`src/rtl/xs3_to_bcd_rx.sv`:
```
// Serial Excess-3 receiver: shifts in 4-bit Excess-3 codes LSB first,
// subtracts 3 from each, packs NDIG digits into a BCD word (digit 0 in the
// low nibble) and flags any code outside 0011..1100.
//
// Handshake: a bit moves on an edge where in_valid && in_ready; a frame moves
// on an edge where out_valid && out_ready. in_ready is low while a completed
// frame is held, so no bit is ever consumed in that state.
module xs3_to_bcd_rx #(
    parameter int NDIG = 2
) (
    input  logic              clk,
    input  logic              rst,
    input  logic              in_valid,
    input  logic              in_bit,
    output logic              in_ready,
    output logic              out_valid,
    output logic [4*NDIG-1:0] out_bcd,
    output logic              out_err,
    input  logic              out_ready
);

    localparam int DW = (NDIG > 1) ? $clog2(NDIG) : 1;

    typedef enum logic {
        RECV = 1'b0,
        HOLD = 1'b1
    } state_t;

    state_t            state;
    logic [1:0]        bit_cnt;
    logic [DW-1:0]     digit_cnt;
    logic [2:0]        sr;
    logic [4*NDIG-1:0] acc;
    logic              err_acc;

    logic [3:0]        code;
    logic              code_ok;
    logic [3:0]        digit_val;
    logic [4*NDIG-1:0] acc_next;
    logic              err_next;
    logic              last_digit;

    assign in_ready = (state == RECV);

    // Decode the code completed by the current bit and merge it into the accumulator.
    always_comb begin
        code       = {in_bit, sr};
        code_ok    = (code >= 4'd3) && (code <= 4'd12);
        digit_val  = code_ok ? (code - 4'd3) : 4'hF;
        err_next   = err_acc | ~code_ok;
        last_digit = (digit_cnt == DW'(NDIG - 1));
        acc_next   = acc;
        for (int k = 0; k < NDIG; k++) begin
            if (digit_cnt == DW'(k)) begin
                acc_next[4*k +: 4] = digit_val;
            end
        end
    end

    // Receive/hold state machine with registered frame outputs.
    always_ff @(posedge clk) begin
        if (rst) begin
            state     <= RECV;
            bit_cnt   <= 2'd0;
            digit_cnt <= '0;
            sr        <= 3'd0;
            acc       <= '0;
            err_acc   <= 1'b0;
            out_valid <= 1'b0;
            out_bcd   <= '0;
            out_err   <= 1'b0;
        end else begin
            case (state)
                RECV: begin
                    if (in_valid) begin
                        if (bit_cnt != 2'd3) begin
                            // Right shift so the first bit ends up in sr[0].
                            sr      <= {in_bit, sr[2:1]};
                            bit_cnt <= bit_cnt + 2'd1;
                        end else begin
                            bit_cnt <= 2'd0;
                            sr      <= 3'd0;
                            acc     <= acc_next;
                            err_acc <= err_next;
                            if (last_digit) begin
                                state     <= HOLD;
                                out_valid <= 1'b1;
                                out_bcd   <= acc_next;
                                out_err   <= err_next;
                            end else begin
                                digit_cnt <= digit_cnt + DW'(1);
                            end
                        end
                    end
                end
                HOLD: begin
                    if (out_ready) begin
                        // out_bcd/out_err stay put until the next frame loads.
                        state     <= RECV;
                        out_valid <= 1'b0;
                        bit_cnt   <= 2'd0;
                        digit_cnt <= '0;
                        sr        <= 3'd0;
                        acc       <= '0;
                        err_acc   <= 1'b0;
                    end
                end
                default: state <= RECV;
            endcase
        end
    end

endmodule

```
`config.mk`:
```
export PLATFORM = sky130hd
export DESIGN_NAME = xs3_to_bcd_rx
export DESIGN_NICKNAME = d
export VERILOG_FILES = /design/src/rtl/xs3_to_bcd_rx.sv
export SDC_FILE = /design/constraint.sdc
export NUM_CORES = 1
export LEC_CHECK = 0
export ABC_AREA = 1
export CORE_MARGIN = 2
export CORE_UTILIZATION = 40
export DETAILED_ROUTE_END_ITERATION = 7
export PLACE_DENSITY = 0.69
export SYNTH_ARGS = -nofsm -noshare
export SYNTH_HDL_FRONTEND = slang
export SYNTH_SLANG_ARGS = --single-unit
```
`constraint.sdc`:
```
create_clock -name clk -period 2.8 [get_ports clk]
set_input_delay 0.56 -clock clk [delete_from_list [all_inputs] [get_ports clk]]
set_output_delay 0.56 -clock clk [all_outputs]
set_load 0.1 [all_outputs]
```
==> out/metrics.cfg <==
[critical_path]
crit_type=flop to output port
crit_start=state
cp_slowest_cell=dfxtp_1
arrival_ns=1.05
reg2reg_depth=5
r2r_start=bit_cnt[0]
slowest_delay_ns=0.35
worstPathCellList=inv_2 > buf_4
start_kind=flop
endpoint=in_ready
r2r-end=acc[1]
r2r_slack_ns=1.43
end_kind=output port
worstPathRequired_ns=2.24
crit_fanout=4

[clock_tree]
clock-sinks=22
cts_buffer_depth=2
clk_pin_slew_ns=0.12
post_cts_buffers=0
ctsHoldBuffers=0
root_buffer=clkbuf_4
clkLatencyLatePin_ns=0.31
cts_buffers=3
htreeDepth=1
cts-resized-gates=0
cts_tree=yes

[synth]
yosysSeqAreaShare_pct=46.6
yosysUniqueCellTypes=16
synth_nets=139
avgSynthCellArea_um2=7.21
synth-seq-cells=22
netlist_instances=131
yosysWarningCount=0
syn_area_um2=945

[sta]
rsz0062_at_grt=no
setup_tns_ns=0
slew_viol_final=0
max_clock_freq_mhz=620
setup_violations=0
fin_worst_skew_ns=0.00379
worst_pin_slew_ns=0.293
worst_hold_slack_ns=0.468
max_slew_margin_pct=80.4
min_period_over_period_pct=57.6
period_minus_slack_ns=1.61
hold_viol=0

[drt]
vias_per_cell=4.83
firstDrtPassIters=4
vias=850
postRouteAntennaNets=0
avgRoutedWirePerCell_um=10.2
drc=0
first_iter_violations=23
wirelength_mm=1.79

[power]
powerDensity_nw_per_um2=475
peakVddDrop_uv=303
leakagePower_nw=0.521

[grt]
grt_pass1_wl_mm=3.01
grt_usage_pct=15.0
grt.overflow.total=0
grt_pass1_vias=730
grt_max_degree=13
antenna_found_initial=0

[flow_run]
drv_cap=0

[final_layout]
drive_above_1_share_pct=13.5
stdcell_count=176
final_net_count=157
area_delta_synth_final_pct=19.2
insertedDiodeCount=0
nFillCells=231

[placed_design]
gp_congestion=0.806
dp_cells=172
hpwl_mm=1.34
portBuffers=15

[floorplan]
rows=17
start_util_pct=42.7
die_w_um=52.6
core_area_um2=2210
dieArea_um2=2770
die_h_um=52.6
ios=16

[run_status]
outcome=finished, final reports clean

[worst_hold_path]
hold_class=flop to flop

==> cells by family after synthesis <==
kind of cell             synth area share, %
AND/OR/NAND/NOR                         29.5
buffers and inverters                   8.08
adder cells (fa/ha/maj)                 3.97
AO/OA/AOI/OAI                           11.8
flip-flops                              46.6
==> layout make-up <==
type                       count  area [um^2]  area share (%)
clock buffer                   4         36.3            3.22
inverter                      15         56.3            5.00
multi-input combinational     91          428            38.0
sequential                    22          440            39.1
tap                           28         35.0            3.11
timing repair buffer          16          130            11.6
==> how the worst min path moves through the flow <==
stage                          start    endpoint  slack [ns]  cells after the start
after floorplan           bit_cnt[0]  bit_cnt[0]        0.43                      1
after global placement    bit_cnt[0]  bit_cnt[0]        0.44                      1
after detailed placement  bit_cnt[0]  bit_cnt[0]        0.46                      1
after CTS                 bit_cnt[0]  bit_cnt[0]        0.47                      1
after global routing      bit_cnt[0]  bit_cnt[0]        0.50                      1
final                     bit_cnt[0]  bit_cnt[0]        0.47                      1
==> power breakdown <==
part           total, mW  internal [mW]  leakage, nW  switching, mW
logic             0.0361         0.0145        0.322         0.0216
clock network      0.177         0.0795       0.0210         0.0976
registers          0.322          0.318        0.178        0.00438
==> critical path, delay by kind of cell, from the launching register on <==
family   cells  cell delay (ns)
buf+inv      2             0.38
flops        1             0.35
==> synth_stat cells (all sizes together) <==
cell type	number	area share, %
a21oi	14	7.4
inv	15	6.0
o21ai	7	3.7
buf	3	2.1
nand4	1	1.3
nor2	23	9.9
nand3	8	4.8
ha	3	4.0
o22ai	1	0.66
dfxtp	22	47
nand2	34	14
==> placed cells by master (no fill, tap or decap) <==
master            n
nand4_2           1
nand2_1          34
clkbuf_4          3
inv_2             1
a21oi_1          14
inv_1            14
o21ai_0           7
o22ai_1           1
clkbuf_8          1
nand3_1           7
nand3_2           1
buf_4            12
clkdlybuf4s50_1   4
ha_1              3
nor2_4            1
nor2_1           22
dfxtp_1          22
==> layer usage <==
metal	wire, um	track usage [%]
met1	915	19.4
met2	759	23.1
met3	69	2.57
met4	44	8.97
met5	0	0
==> sequential cells by signal (all words and copies together) (netlist names) <==
name	flops
out_bcd	8
sr	3
err_acc	1
bit_cnt	2
digit_cnt	1
out_err	1
acc	4
state	1
out_valid	1
==> through the flow <==
step / utilization (%) / total power [mW] / worst slack, ns / cell area, um^2
2_1_floorplan: - / 0.352 / 1.32 / 945
3_3_place_gp: 49.3 / 0.365 / 0.946 / 1090
3_5_place_dp: 49.3 / 0.366 / 0.908 / 1090
4_1_cts: 50.9 / 0.537 / 1.18 / 1130
5_1_grt: 50.9 / 0.552 / 1.09 / 1130
6_report: 50.9 / 0.535 / 1.19 / 1130
Power figures use the tool's default switching activity.
